<file path="config.mk">
export PLATFORM = sky130hd
export DESIGN_NAME = l1_ahb_mtx_in_stg_flat
export DESIGN_NICKNAME = d
export VERILOG_FILES = /design/src/rtl/l1_ahb_mtx_in_stg_if.sv /design/src/rtl/l1_ahb_mtx_in_stg.sv /design/src/flat_wrapper.sv
export SDC_FILE = /design/constraint.sdc
export NUM_CORES = 1
export LEC_CHECK = 0
export CORE_ASPECT_RATIO = 0.7
export CORE_MARGIN = 2
export CORE_UTILIZATION = 39
export CTS_CLUSTER_SIZE = 12
export DETAILED_ROUTE_END_ITERATION = 8
export GPL_TIMING_DRIVEN = 0
export PLACE_DENSITY_LB_ADDON = 0.12
export SYNTH_ARGS = -nofsm -noshare
export SYNTH_HDL_FRONTEND = slang
export SYNTH_SLANG_ARGS = --single-unit
</file>
<file path="constraint.sdc">
create_clock -name HCLK -period 1.4 [get_ports HCLK]
set_input_delay 0.42 -clock HCLK [delete_from_list [all_inputs] [get_ports HCLK]]
set_output_delay 0.42 -clock HCLK [all_outputs]
set_load 0.005 [all_outputs]
</file>
<file path="src/rtl/l1_ahb_mtx_in_stg_if.sv">
// Master-side AHB signals of one L1 bus-matrix slave port.
// The master modport is used by whatever drives the port (master or bench).
// The slave modport is used by the input stage.
interface l1_ahb_mtx_in_stg_if;
  logic        HSELS;
  logic [31:0] HADDRS;
  logic [1:0]  HTRANSS;
  logic        HWRITES;
  logic [2:0]  HSIZES;
  logic [2:0]  HBURSTS;
  logic [3:0]  HPROTS;
  logic        HREADYS;
  logic        HREADYOUTS;
  logic [1:0]  HRESPS;

  modport master (
    output HSELS, HADDRS, HTRANSS, HWRITES, HSIZES, HBURSTS, HPROTS, HREADYS,
    input  HREADYOUTS, HRESPS
  );

  modport slave (
    input  HSELS, HADDRS, HTRANSS, HWRITES, HSIZES, HBURSTS, HPROTS, HREADYS,
    output HREADYOUTS, HRESPS
  );
endinterface

</file>
<file path="src/rtl/l1_ahb_mtx_in_stg.sv">
// L1 AHB bus-matrix input stage for one slave port.
// It passes address-phase controls straight to the decoder. When the target
// output stage is busy, it parks the transfer in a holding register and
// stalls the master until the output stage accepts it. Data-phase ready and
// response from the decoder are routed back to the master.
module l1_ahb_mtx_in_stg (
  input  logic                      HCLK,
  input  logic                      HRESETn,
  l1_ahb_mtx_in_stg_if.slave        ahb,
  output logic                      sel_in,
  output logic [31:0]               addr_in,
  output logic [1:0]                trans_in,
  output logic                      write_in,
  output logic [2:0]                size_in,
  output logic [2:0]                burst_in,
  output logic [3:0]                prot_in,
  output logic                      ready_in,
  output logic                      held_tran,
  input  logic                      active_dec,
  input  logic                      readyout_dec,
  input  logic [1:0]                resp_dec
);

  localparam logic [1:0] TRANS_NONSEQ = 2'b10;
  localparam logic [1:0] TRANS_SEQ    = 2'b11;
  localparam logic [2:0] BURST_INCR   = 3'b001;

  logic        pend_r;
  logic        dphase_r;
  logic [31:0] hold_addr_r;
  logic [1:0]  hold_trans_r;
  logic        hold_write_r;
  logic [2:0]  hold_size_r;
  logic [2:0]  hold_burst_r;
  logic [3:0]  hold_prot_r;

  logic new_tran_s;
  logic capture_s;
  logic release_s;
  logic accept_s;

  // Transfer qualification: capture, release and downstream acceptance.
  always_comb begin
    new_tran_s = ahb.HSELS & ahb.HTRANSS[1] & ahb.HREADYS;
    capture_s  = new_tran_s & ~active_dec & ~pend_r;
    release_s  = pend_r & active_dec;
    accept_s   = release_s | (~pend_r & new_tran_s & active_dec);
  end

  // Pending flag and holding register; release always wins over a new capture
  // because capture is only possible while nothing is pending.
  always_ff @(posedge HCLK) begin
    if (!HRESETn) begin
      pend_r       <= 1'b0;
      hold_addr_r  <= 32'h0000_0000;
      hold_trans_r <= 2'b00;
      hold_write_r <= 1'b0;
      hold_size_r  <= 3'b000;
      hold_burst_r <= 3'b000;
      hold_prot_r  <= 4'b0000;
    end else if (capture_s) begin
      pend_r       <= 1'b1;
      hold_addr_r  <= ahb.HADDRS;
      hold_trans_r <= ahb.HTRANSS;
      hold_write_r <= ahb.HWRITES;
      hold_size_r  <= ahb.HSIZES;
      hold_burst_r <= ahb.HBURSTS;
      hold_prot_r  <= ahb.HPROTS;
    end else if (release_s) begin
      pend_r       <= 1'b0;
    end else begin
      pend_r       <= pend_r;
    end
  end

  // Outstanding data phase: set on acceptance, cleared when it completes.
  always_ff @(posedge HCLK) begin
    if (!HRESETn) begin
      dphase_r <= 1'b0;
    end else if (accept_s) begin
      dphase_r <= 1'b1;
    end else if (ready_in & readyout_dec) begin
      dphase_r <= 1'b0;
    end else begin
      dphase_r <= dphase_r;
    end
  end

  // Decoder-side controls: live master signals, or the held transfer.
  // A held SEQ beat is re-issued as a standalone NONSEQ INCR, since the
  // burst context is lost while the master was stalled.
  always_comb begin
    sel_in    = ahb.HSELS;
    addr_in   = ahb.HADDRS;
    trans_in  = ahb.HTRANSS;
    write_in  = ahb.HWRITES;
    size_in   = ahb.HSIZES;
    burst_in  = ahb.HBURSTS;
    prot_in   = ahb.HPROTS;
    ready_in  = ahb.HREADYS;
    held_tran = 1'b0;
    if (pend_r) begin
      sel_in    = 1'b1;
      addr_in   = hold_addr_r;
      write_in  = hold_write_r;
      size_in   = hold_size_r;
      prot_in   = hold_prot_r;
      ready_in  = 1'b1;
      held_tran = 1'b1;
      if (hold_trans_r == TRANS_SEQ) begin
        trans_in = TRANS_NONSEQ;
        burst_in = BURST_INCR;
      end else begin
        trans_in = hold_trans_r;
        burst_in = hold_burst_r;
      end
    end else begin
      held_tran = 1'b0;
    end
  end

  // Master-side ready and response.
  always_comb begin
    ahb.HREADYOUTS = 1'b1;
    ahb.HRESPS     = 2'b00;
    if (pend_r) begin
      ahb.HREADYOUTS = 1'b0;
    end else if (dphase_r) begin
      ahb.HREADYOUTS = readyout_dec;
      ahb.HRESPS     = resp_dec;
    end else begin
      ahb.HREADYOUTS = 1'b1;
    end
  end

endmodule

</file>
<file path="src/flat_wrapper.sv">
// flat-port wrapper written by rule: the top's interface ports become plain ports
module l1_ahb_mtx_in_stg_flat 
  (HCLK, HRESETn, sel_in, addr_in, trans_in, write_in, size_in, burst_in, prot_in, ready_in, held_tran, active_dec, readyout_dec, resp_dec, ahb_HSELS, ahb_HADDRS, ahb_HTRANSS, ahb_HWRITES, ahb_HSIZES, ahb_HBURSTS, ahb_HPROTS, ahb_HREADYS, ahb_HREADYOUTS, ahb_HRESPS);
  l1_ahb_mtx_in_stg_if ahb_i ();
  input  logic HCLK;
  input  logic HRESETn;
  output logic sel_in;
  output logic [31:0] addr_in;
  output logic [1:0] trans_in;
  output logic write_in;
  output logic [2:0] size_in;
  output logic [2:0] burst_in;
  output logic [3:0] prot_in;
  output logic ready_in;
  output logic held_tran;
  input  logic active_dec;
  input  logic readyout_dec;
  input  logic [1:0] resp_dec;
  input wire logic [$bits(ahb_i.HSELS)-1:0] ahb_HSELS;
  input wire logic [$bits(ahb_i.HADDRS)-1:0] ahb_HADDRS;
  input wire logic [$bits(ahb_i.HTRANSS)-1:0] ahb_HTRANSS;
  input wire logic [$bits(ahb_i.HWRITES)-1:0] ahb_HWRITES;
  input wire logic [$bits(ahb_i.HSIZES)-1:0] ahb_HSIZES;
  input wire logic [$bits(ahb_i.HBURSTS)-1:0] ahb_HBURSTS;
  input wire logic [$bits(ahb_i.HPROTS)-1:0] ahb_HPROTS;
  input wire logic [$bits(ahb_i.HREADYS)-1:0] ahb_HREADYS;
  output wire logic [$bits(ahb_i.HREADYOUTS)-1:0] ahb_HREADYOUTS;
  output wire logic [$bits(ahb_i.HRESPS)-1:0] ahb_HRESPS;
  assign ahb_i.HSELS = ahb_HSELS;
  assign ahb_i.HADDRS = ahb_HADDRS;
  assign ahb_i.HTRANSS = ahb_HTRANSS;
  assign ahb_i.HWRITES = ahb_HWRITES;
  assign ahb_i.HSIZES = ahb_HSIZES;
  assign ahb_i.HBURSTS = ahb_HBURSTS;
  assign ahb_i.HPROTS = ahb_HPROTS;
  assign ahb_i.HREADYS = ahb_HREADYS;
  assign ahb_HREADYOUTS = ahb_i.HREADYOUTS;
  assign ahb_HRESPS = ahb_i.HRESPS;
  l1_ahb_mtx_in_stg u_core (.HCLK(HCLK), .HRESETn(HRESETn), .ahb(ahb_i), .sel_in(sel_in), .addr_in(addr_in), .trans_in(trans_in), .write_in(write_in), .size_in(size_in), .burst_in(burst_in), .prot_in(prot_in), .ready_in(ready_in), .held_tran(held_tran), .active_dec(active_dec), .readyout_dec(readyout_dec), .resp_dec(resp_dec));
endmodule
</file>
## After elaboration in Yosys (flattened, before gate mapping)

Cells that the tools add are included.

- Output and inout bits: 51
- Logic and storage cells: 41
- Input port bits: 53
- Register bits: 47

- Equal/unequal tests: 1
- Bitwise gates (word level): 11
- Reductions and logical operators: 2
- Mux-type cells: 19

Operator list:

| cell | number |
|---|---|
| 32-bit 2-to-1 mux | 1 |
| 1-bit 2-to-1 mux | 10 |
| 3-bit 2-to-1 mux | 3 |
| 1-bit AND | 8 |
| 2-bit 2-to-1 mux | 4 |
| 4-bit 2-to-1 mux | 1 |
| 2-bit nonzero test | 2 |
| 2-bit equality test (second input constant) | 1 |
| 1-bit NOT | 2 |
| 1-bit OR | 1 |

## Longest topological paths before layout

Gate-level depths: netlist (run 1).

- Depth after elaboration: 6
- Mapped depth: 5
- Gate-level depth less buffers: 3

## Least setup slack after synthesis (run 1)

No wires, ideal clock.

- Path type: register -> output
- Start point: register u_core.pend_r
- End point: output addr_in[0]
- Data arrival time: 1.124 ns
- Cell stages (with the launch flop): 4
- Buffers on the path: 2
- Data required time: 0.980 ns
- Slack: -0.144 ns
- Cells stage by stage: dfxtp_1 -> buf_2 -> buf_2 -> mux2_2

- Longest elaborated chain between the ends: 1

Ends and longest elaborated chain:

| item | RTL line | source |
|---|---|---|
| from (decl) | l1_ahb_mtx_in_stg.sv:28 | `logic pend_r;` |
| from (signal assigned) | l1_ahb_mtx_in_stg.sv:72 | `pend_r <= pend_r;` |
| 32-bit 2-to-1 mux | l1_ahb_mtx_in_stg.sv:102 | `if (pend_r) begin` |
| to (decl) | flat_wrapper.sv:8 | `output logic [31:0] addr_in;` |

Every way passes these cells.

## Final worst setup path (run 1)

- Start point: register u_core.pend_r
- End point: output addr_in[27]

Same word-level chain as after synthesis.

==> metrics.cfg, run 1 <==
[floorplanning]
chipHeight_microns=71
design.core.area_sq_um=6216
num_rows=24
die_w_microns=99.72
dieArea_sq_um=7080
initial_utilization=0.4024
pin_count=104

[yosys]
ys_warn_count=0
synthCells=270
yosysUniqueCellTypes=22
avgSynthCellArea_sq_um=9.264
synth_area_leader_cell=dfxtp_1
ys_ff_latch=47
synth_area_sq_um=2501
synth.top_cell.area_share=0.3762
yosys-top-cells-area=dfxtp_1 (38%), mux2_2 (18%), mux2i_1 (18%)
syn_nets=323
synth-seq-area-share=0.3762

[power_and_ir_drop]
powerDensity_nw_per_um2=730.0
power_leakage_nw=1.827
max-vdd-ir-drop_mv=0.5369

[placed_design]
dpl-instance-area_sq_um=3637
hpwl_mm=4.472
place.gp.congestion=0.7774
place.port_buffers=102
place_inst=450

[setup_path]
r2r_start=u_core.pend_r$_SDFFE_PN0P_
worstPathMaxFanout=7
path_class=reg2out
crit_required_ps=980
crit_path_start_kind=flip-flop
arrival_ps=1490
crit_start=u_core.pend_r$_SDFFE_PN0P_
crit_path_end_kind=primary output

[layout]
synthToLayoutAreaGrowth_pct=74.89
fillers=492
final_area_sq_um=4374
fin_nets=452
final_util=0.7037
fin_cells=478
drive_gt1_frac=0.3700
antenna_cells=0

[run_status]
run_status=finished, violations left
violations=setup timing

[drt]
ant_nets=0
drt-initial-drc-count=66
vias=2347
vias_per_cell=4.910
drt_wl_total_mm=7.332
drt-wirelength-per-cell_microns=15.34
first_pass_iters=4
drc_errors=0

[global_routing]
gr-total-overflow=0
grt_max_degree=15
antenna_found_initial=0
track_usage=0.2088
grt_pass1_wl_mm=11.72
grt_pass1_vias=2419

[sta]
finalSetupViolCount=96
worst_slew_pin_slew_ps=509.1
hold_viol_final=0
skew_ps=6.567
layout_setup_ws_ps=-511.1
slew_viol_final=0
period_share=1.365
whs_ps=462.3
grt_setup_unrepaired=true
fmax_mhz=523.3
period_minus_slack_ps=1911
slew_headroom=0.6606

[clock_tree]
h-tree-depth=2
clock-root-buffer=clkbuf_8
clock_latency_ps=310
cts.path.max_buffers=2
cts_tree=built
cts.clk_slew.worst_paths_ps=90
cts_buffers=5
numClockSinks=47

[min_path]
hold_start=u_core.hold_addr_r[30]$_SDFFE_PN0P_
worstHoldPathType=reg2reg

[job]
drv_cap=0

## cell families after synthesis
| logic type | after synthesis | synth area share |
|---|---|---|
| AO/OA/AOI/OAI | 10 | 0.02351 |
| buffers and inverters | 25 | 0.07003 |
| flip-flops | 47 | 0.3762 |
| multiplexers | 84 | 0.3562 |
| AND/OR/NAND/NOR | 104 | 0.1741 |
## state kept, by name, indices dropped and copies added (netlist names)
signal	cells
u_core.hold_prot_r	4
u_core.dphase_r	1
u_core.hold_burst_r	3
u_core.hold_addr_r	32
u_core.pend_r	1
u_core.hold_write_r	1
u_core.hold_trans_r	2
u_core.hold_size_r	3
## per-stage QoR
stage	setup WS [ps]	TNS, ps	total power, mW
4_1_cts	-510.6	-27450	3.188
3_5_place_dp	-629.7	-47570	2.026
6_report	-511.1	-28140	3.193
5_1_grt	-538.9	-32650	3.298
2_1_floorplan	6.411	0	1.652
3_3_place_gp	-639.4	-46660	2.021
## placed cells by master (no fill, tap or decap), types with 2 or more instances in the layout
cell             synthesis  final
clkdlybuf4s50_1          0     49
buf_16                   0      4
mux2i_1                 44     43
buf_12                   4     10
or2_4                    0      2
and3b_1                  3      3
dlygate4sd2_1            0      2
buf_6                    1     52
nand2_1                 92     90
dfxtp_1                 47     46
clkbuf_1                 9      9
inv_1                    4      4
o21ai_2                  0      3
buf_8                    0      7
clkbuf_8                 0      6
a21oi_2                  0      2
buf_2                    7      9
mux2_4                   0     40
## cells in the mapped netlist
cell	number
o21a_1	1
a21oi_1	3
a22oi_1	1
buf_6	1
nand3_1	2
mux2i_1	44
nand2b_4	1
buf_2	7
a31o_2	1
o21ai_0	4
and3b_1	3
nor3_2	1
clkbuf_1	9
mux2_2	40
nor2_1	1
nor2b_1	1
buf_12	4
nand2_1	92
nand3b_1	1
inv_1	4
dfxtp_1	47
or2_2	2
## critical path, stage by stage, from the launching register on
cell	delay (ps)
dfxtp_4	370
buf_12	140
buf_12	130
buf_8	130
mux2_4	300
buf_6	120
## worst paths after layout
check / endpoint / slack [ps] / depth (start not counted)
hold / removal: u_core.hold_addr_r[30]$_SDFFE_PN0P_ / 460 / 2
setup / recovery: addr_in[27] / -510 / 5
setup reg to reg: u_core.hold_addr_r[12]$_SDFFE_PN0P_ / -210 / 7
hold reg to reg: u_core.hold_addr_r[30]$_SDFFE_PN0P_ / 460 / 2
## cell type report
| cell class | count | area [sq um] | share of cell area |
|---|---|---|---|
| Clock buffer | 6 | 82.58 | 0.01888 |
| Buffer | 19 | 190.2 | 0.04348 |
| Inverter | 4 | 15.01 | 0.003432 |
| Clock inverter | 2 | 35.03 | 0.008009 |
| Multi-Input combinational cell | 198 | 1604 | 0.3667 |
| Tap cell | 78 | 97.59 | 0.02231 |
| Sequential cell | 47 | 944.7 | 0.2160 |
| Timing Repair Buffer | 124 | 1405 | 0.3212 |
## layer usage
layer / global-route usage / routed length [microns]
met4: 0.05784 / 66
met3: 0.04348 / 439
met2: 0.3416 / 3383
met1: 0.2820 / 3443
met5: 0 / 0
## where the power goes
group / switching, mW / leakage (nW) / internal [mW]
Sequential: 0.0200 / 0.381 / 1.36
Combinational: 0.266 / 1.38 / 0.489
Clock: 0.475 / 0.0612 / 0.578
## timing repair
item	CTS	global route
gates cloned	11	0
resized for setup	324	26
setup buffers	16	3
pin swaps	5	4
hold buffers	0	0
setup endpoints to repair	91	96
Note: power is estimated with default switching activity, not from simulation.
==> inputs of run 2 (changes only) <==
--- a/config.mk
+++ b/config.mk
@@ -12,6 +12,7 @@
 export DETAILED_ROUTE_END_ITERATION = 8
 export GPL_TIMING_DRIVEN = 0
 export PLACE_DENSITY_LB_ADDON = 0.12
+export SETUP_SLACK_MARGIN = 0.05
 export SYNTH_ARGS = -nofsm -noshare
 export SYNTH_HDL_FRONTEND = slang
 export SYNTH_SLANG_ARGS = --single-unit
==> run 2 against run 1 <==
Against the previous run: the flow still finishes with violations (setup timing); core utilization shrank 0.28 points; non-clock buffer count is 7 higher; power down 7.2%; critical endpoint is now addr_in[7]; largest cell class is now non-clock buffers; largest power group unchanged.
==> metrics.cfg, run 2 (synthesized netlist as in run 1, its figures left out) <==
[drt]
vias_per_cell=4.864  ; was 4.910
drc_errors=0  ; unchanged
vias=2359  ; was 2,347
drt-initial-drc-count=63  ; was 66
drt_wl_total_mm=7.271  ; was 7.332 mm
first_pass_iters=4  ; unchanged
ant_nets=0  ; unchanged
drt-wirelength-per-cell_microns=14.99  ; was 15.34 microns

[setup_path]
critical-path-max-stage-delay_ps=360  ; was 370 ps
path_delay_family=buffers and inverters  ; unchanged
crit_chain=buf_8, buf_12, buf_8, mux2_4, buf_6  ; was buf_12, buf_12, buf_8, mux2_4, buf_6
path_class=reg2out  ; unchanged
crit_path_end_kind=primary output  ; unchanged
crit_top_cell=buf_8  ; was buf_12
critPathBufInv=4  ; unchanged
crit_slowest_cell=dfxtp_2  ; was dfxtp_4
crit_required_ps=980  ; about the same
crit_path_start_kind=flip-flop  ; unchanged
worstPathMaxFanout=6  ; was 7
arrival_ps=1480  ; was 1490 ps

[layout]
fin_cells=485  ; was 478
final_area_sq_um=4357  ; was 4374 sq um
layout_common_cells=nand2_1 (91), buf_6 (55), clkdlybuf4s50_1 (48)  ; was nand2_1 (90), buf_6 (52), clkdlybuf4s50_1 (49)
reg.largest.list=u_core.hold_addr_r (32), u_core.hold_prot_r (4)  ; unchanged
top_register=u_core.hold_addr_r  ; unchanged
largest_reg_flops=32  ; unchanged
synthToLayoutAreaGrowth_pct=74.19  ; was 74.89%
drive_gt1_frac=0.3686  ; was 0.3700
final_common_cell=nand2_1  ; unchanged
antenna_cells=0  ; unchanged
fin_nets=459  ; was 452

[run_status]
violations=setup timing  ; unchanged
run_status=finished, violations left  ; unchanged

[floorplanning]
chipHeight_microns=71  ; unchanged
num_rows=24  ; unchanged
die_w_microns=99.72  ; unchanged
pin_count=104  ; unchanged
initial_utilization=0.4024  ; unchanged
dieArea_sq_um=7080  ; unchanged
design.core.area_sq_um=6216  ; unchanged

[sta]
period_share=1.358  ; was 1.365
period_minus_slack_ps=1902  ; was 1911 ps
layout_setup_ws_ps=-501.6  ; was -511.1 ps
slew_viol_final=0  ; unchanged
grt_setup_unrepaired=true  ; unchanged
skew_ps=4.586  ; was 6.567 ps
hold_viol_final=0  ; unchanged
worst_slew_pin_slew_ps=510.4  ; was 509.1 ps
fmax_mhz=525.9  ; was 523.3 MHz
slew_headroom=0.6597  ; was 0.6606
tns_ps=-31240  ; was -28,140 ps
whs_ps=460.0  ; was 462.3 ps
finalSetupViolCount=96  ; unchanged

[global_routing]
antenna_found_initial=0  ; unchanged
grt_pass1_wl_mm=11.81  ; was 11.72 mm
grt_max_degree=14  ; was 15
grt_pass1_vias=2391  ; was 2,419
gr-total-overflow=0  ; unchanged
track_usage=0.2101  ; was 0.2088

[power_and_ir_drop]
max-vdd-ir-drop_mv=0.3828  ; was 0.5369 mV
total_power_mw=2.964  ; was 3.193 mW
power_leakage_nw=1.814  ; was 1.827 nW
powerDensity_nw_per_um2=680.3  ; was 730.0 nW/um^2

[clock_tree]
h-tree-depth=2  ; unchanged
cts_tree=built  ; unchanged
cts.clk_slew.worst_paths_ps=80  ; was 90 ps
cts.path.max_buffers=2  ; unchanged
clock-root-buffer=clkbuf_8  ; unchanged
numClockSinks=47  ; unchanged
cts_buffers=5  ; unchanged
clock_latency_ps=310  ; about the same
cts_hold_buf=0  ; unchanged

[placed_design]
place.gp.congestion=0.7423  ; was 0.7774
place_inst=450  ; unchanged
hpwl_mm=4.405  ; was 4.472 mm
dpl-instance-area_sq_um=3664  ; was 3637 sq um
place.port_buffers=102  ; unchanged

[min_path]
worstHoldPathType=reg2reg  ; unchanged

[job]
drv_cap=0  ; unchanged

run 2: cell type report:
| cell class | instances | area [sq um] |
|---|---|---|
| Fill cell | 485 | 1859 |
| Multi-Input combinational cell | 198 | 1575 |
| Timing Repair Buffer | 130 | 1444 |
| Sequential cell | 47 | 942.2 |
| Buffer | 20 | 201.4 |
| Tap cell | 78 | 97.59 |
| Clock buffer | 7 | 76.32 |
| Inverter | 4 | 15.01 |
| Clock inverter | 1 | 5.005 |
run 2: power by group:
part           total (mW)  switching [mW]  internal (mW)
Clock               0.828           0.476          0.352
Sequential           1.38          0.0187           1.37
Combinational       0.751           0.264          0.487
run 2: routing by layer:
layer	share of wire	vias to the layer above	GRT usage
met5	0	-	0
met4	0.0095	0	0.05023
met3	0.068	7	0.05632
met2	0.45	72	0.3393
met1	0.47	1110	0.2826
li1	-	1170	-
run 2: repair_timing:
item                       CTS  global route
pin swaps                    4             5
setup buffers               22             5
gates cloned                10             0
setup endpoints to repair   96            96
gates resized for setup    316            15
run 2: final timing paths:
path                                      start                             endpoint  slack, ps  cells past startpoint
min          u_core.hold_size_r[1]$_SDFFE_PN0P_   u_core.hold_size_r[1]$_SDFFE_PN0P_        460                      2
max reg2reg          u_core.pend_r$_SDFFE_PN0P_  u_core.hold_addr_r[10]$_SDFFE_PN0P_       -310                     10
max                  u_core.pend_r$_SDFFE_PN0P_                           addr_in[7]       -500                      5
min reg2reg  u_core.hold_size_r[1]$_SDFFE_PN0P_   u_core.hold_size_r[1]$_SDFFE_PN0P_        460                      2
run 2: worst reg2reg max path: cells and delay by family (launching register included):
family / cells / cell delay [ps]
buffers and inverters: 7 / 840
and+or+nand+nor: 2 / 300
muxes: 1 / 180
DFF: 1 / 340
run 2: per-stage QoR:
step                      setup slack (ps)  utilization
final                               -501.6       0.7009
after detailed placement            -666.8       0.5894
after global routing                -543.5       0.7009
after floorplan                      25.97            -
after CTS                           -492.4       0.7176
after global placement              -676.3       0.5894
==> inputs of run 3 (changes only) <==
--- a/config.mk
+++ b/config.mk
@@ -7,9 +7,10 @@
 export LEC_CHECK = 0
 export CORE_ASPECT_RATIO = 0.7
 export CORE_MARGIN = 2
-export CORE_UTILIZATION = 39
+export CORE_UTILIZATION = 40
 export CTS_CLUSTER_SIZE = 12
 export DETAILED_ROUTE_END_ITERATION = 8
+export DONT_BUFFER_PORTS = 1
 export GPL_TIMING_DRIVEN = 0
 export PLACE_DENSITY_LB_ADDON = 0.12
 export SETUP_SLACK_MARGIN = 0.05
==> run 3 against run 2 <==
Against the previous run: the run still ends with setup timing left; flip-flop and latch count is the same; hold slack worse by 210 ps; sequential power hardly changed; global-route usage decreased by 4.6 points.
==> metrics.cfg, run 3 (synthesized netlist as in run 1, its figures left out) <==
[setup_path]
path_class=reg2out  ; unchanged
crit_path_start_kind=flip-flop  ; unchanged
critical-path-max-stage-delay_ps=400  ; was 360 ps
crit_required_ps=980  ; about the same
arrival_ps=1330  ; was 1480 ps
rr_worst_depth=5  ; was 10
crit_chain=buf_12, buf_8, mux2_2  ; was buf_8, buf_12, buf_8, mux2_4, buf_6
crit_slowest_cell=dfxtp_4  ; was dfxtp_2
path_delay_family=flip-flops  ; was buffers and inverters
critPathBufInv=2  ; was 4
crit_path_end_kind=primary output  ; unchanged
r2r_start=u_core.pend_r$_SDFFE_PN0P_  ; unchanged
r2r_setup_slack_ps=50  ; was -310 ps
r2r_end=u_core.hold_addr_r[26]$_SDFFE_PN0P_  ; was u_core.hold_addr_r[10]$_SDFFE_PN0P_
worstPathMaxFanout=10  ; was 6

[min_path]
hold_start=ahb_HADDRS[8]  ; was u_core.hold_size_r[1]$_SDFFE_PN0P_
worstHoldPathType=in2reg  ; was reg2reg
hold_path_end=u_core.hold_addr_r[8]$_SDFFE_PN0P_  ; was u_core.hold_size_r[1]$_SDFFE_PN0P_
hold-path-cell-count=2  ; unchanged

[sta]
slew_headroom=0.6586  ; was 0.6597
finalSetupViolCount=50  ; was 96
tns_ps=-14920  ; was -31,240 ps
skew_ps=5.917  ; was 4.586 ps
hold_viol_final=0  ; unchanged
period_minus_slack_ps=1749  ; was 1902 ps
layout_setup_ws_ps=-349.3  ; was -501.6 ps
worst_slew_pin_slew_ps=512.1  ; was 510.4 ps
grt_setup_unrepaired=true  ; unchanged
fmax_mhz=571.7  ; was 525.9 MHz
slew_viol_final=0  ; unchanged
period_share=1.250  ; was 1.358

[floorplanning]
die_w_microns=98.51  ; was 99.72 microns
dieArea_sq_um=6911  ; was 7080 sq um
design.core.area_sq_um=6126  ; was 6216 sq um
pin_count=104  ; unchanged
initial_utilization=0.4083  ; was 0.4024
num_rows=24  ; unchanged
chipHeight_microns=70.16  ; was 71 microns

[clock_tree]
clock-root-buffer=clkbuf_8  ; unchanged
cts_tree=built  ; unchanged
numClockSinks=47  ; unchanged
h-tree-depth=2  ; unchanged
cts_hold_buf=0  ; unchanged
cts.path.max_buffers=2  ; unchanged
cts.clk_slew.worst_paths_ps=90  ; was 80 ps
clock_latency_ps=300  ; was 310 ps
cts_buffers=5  ; unchanged

[job]
drv_cap=0  ; unchanged

[global_routing]
grt_pass1_vias=1858  ; was 2,391
grt_max_degree=15  ; was 14
gr-total-overflow=0  ; unchanged
track_usage=0.1642  ; was 0.2101
grt_pass1_wl_mm=9.114  ; was 11.81 mm
antenna_found_initial=0  ; unchanged

[placed_design]
dp_slack_ps=-104.8  ; was -666.8 ps
hpwl_mm=3.961  ; was 4.405 mm
dpl-instance-area_sq_um=2643  ; was 3664 sq um
place.port_buffers=0  ; was 102
place.gp.congestion=0.7449  ; was 0.7423

[layout]
final_area_sq_um=3114  ; was 4357 sq um
final_common_cell=nand2_1  ; unchanged
antenna_cells=0  ; unchanged
seq_area_sq_um=944.7  ; was 942.2 sq um
synthToLayoutAreaGrowth_pct=24.51  ; was 74.19%
fillers=581  ; was 485
top_register=u_core.hold_addr_r  ; unchanged
final_util=0.5084  ; was 0.7009
fin_nets=340  ; was 459
drive_gt1_frac=0.2986  ; was 0.3686
multi_input_area_sq_um=1563  ; was 1575 sq um
reg.largest.list=u_core.hold_addr_r (32), u_core.hold_prot_r (4)  ; unchanged
layout_common_cells=nand2_1 (90), dfxtp_1 (46), mux2i_1 (44)  ; was nand2_1 (91), buf_6 (55), clkdlybuf4s50_1 (48)
largest_reg_flops=32  ; unchanged

[power_and_ir_drop]
switching_share=0.2324  ; was 0.2558
max-vdd-ir-drop_mv=0.3813  ; was 0.3828 mV
powerDensity_nw_per_um2=897.1  ; was 680.3 nW/um^2
power_leakage_nw=1.217  ; was 1.814 nW
power.switching_mw=0.6494  ; was 0.7582 mW
clockPowerShare=0.373  ; was 0.279
pwr-share-seq=0.495  ; was 0.467
internal-power_mw=2.144  ; was 2.205 mW
combPwrFrac=0.132  ; was 0.253

[run_status]
run_status=finished, violations left  ; unchanged
violations=setup timing  ; unchanged

[drt]
ant_nets=0  ; unchanged
vias=1867  ; was 2,359
drt-wirelength-per-cell_microns=15.93  ; was 14.99 microns
vias_per_cell=5.101  ; was 4.864
drc_errors=0  ; unchanged
drt_wl_total_mm=5.832  ; was 7.271 mm
first_pass_iters=4  ; unchanged
drt-initial-drc-count=36  ; was 63

## run 3: what timing repair did
item	CTS	global route
setup endpoints to repair	52	86
pin swaps	4	0
resized for setup	41	22
cloned	1	3
setup buffers	6	0
hold endpoints to repair	0	0
## run 3: cell type report
class,instances,share of cell area
flip-flops and latches,47,0.3033
clock buffers,6,0.02652
multi-input cells,198,0.5018
inverters,4,0.004821
repair buffers,10,0.04219
clock inverters,2,0.01125
well taps,78,0.03134
plain buffers,21,0.07875
## run 3: per-layer routing
layer / track usage / routed length [microns] / part of all wire / vias up
met5: 0 / 0 / 0 / -
met4: 0.03196 / 25 / 0.0043 / 0
li1: - / - / - / 928
met3: 0.06006 / 539 / 0.092 / 2
met2: 0.2441 / 2485 / 0.43 / 73
met1: 0.2304 / 2781 / 0.48 / 864
## run 3: worst max path at each step
stage	from	to	slack, ps	cells after the start
final	u_core.pend_r$_SDFFE_PN0P_	size_in[0]	-350	3
after global routing	u_core.pend_r$_SDFFE_PN0P_	size_in[0]	-400	3
after CTS	u_core.pend_r$_SDFFE_PN0P_	addr_in[26]	-360	3
after detailed placement	u_core.pend_r$_SDFFE_PN0P_	addr_in[15]	-100	3
after global placement	u_core.pend_r$_SDFFE_PN0P_	addr_in[10]	-110	3
after floorplan	u_core.pend_r$_SDFFE_PN0P_	addr_in[0]	30	3
## run 3: power by group through the flow
stage	registers (mW)	clock network [mW]	logic [mW]
after floorplan	1.41	0	0.249
after global placement	1.41	0	0.296
after detailed placement	1.41	0	0.298
after CTS	1.38	1.07	0.337
after global routing	1.39	1.13	0.402
final	1.38	1.04	0.368
## run 3: per-stage QoR
stage / std cells / total power [mW] / hold slack [ps]
final: 366 / 2.794 / 252.8
after global routing: 366 / 2.925 / 242.3
after CTS: 363 / 2.788 / 243.4
after detailed placement: 348 / 1.712 / 444.5
after global placement: 348 / 1.709 / 439.2
after floorplan: 270 / 1.658 / 431.3
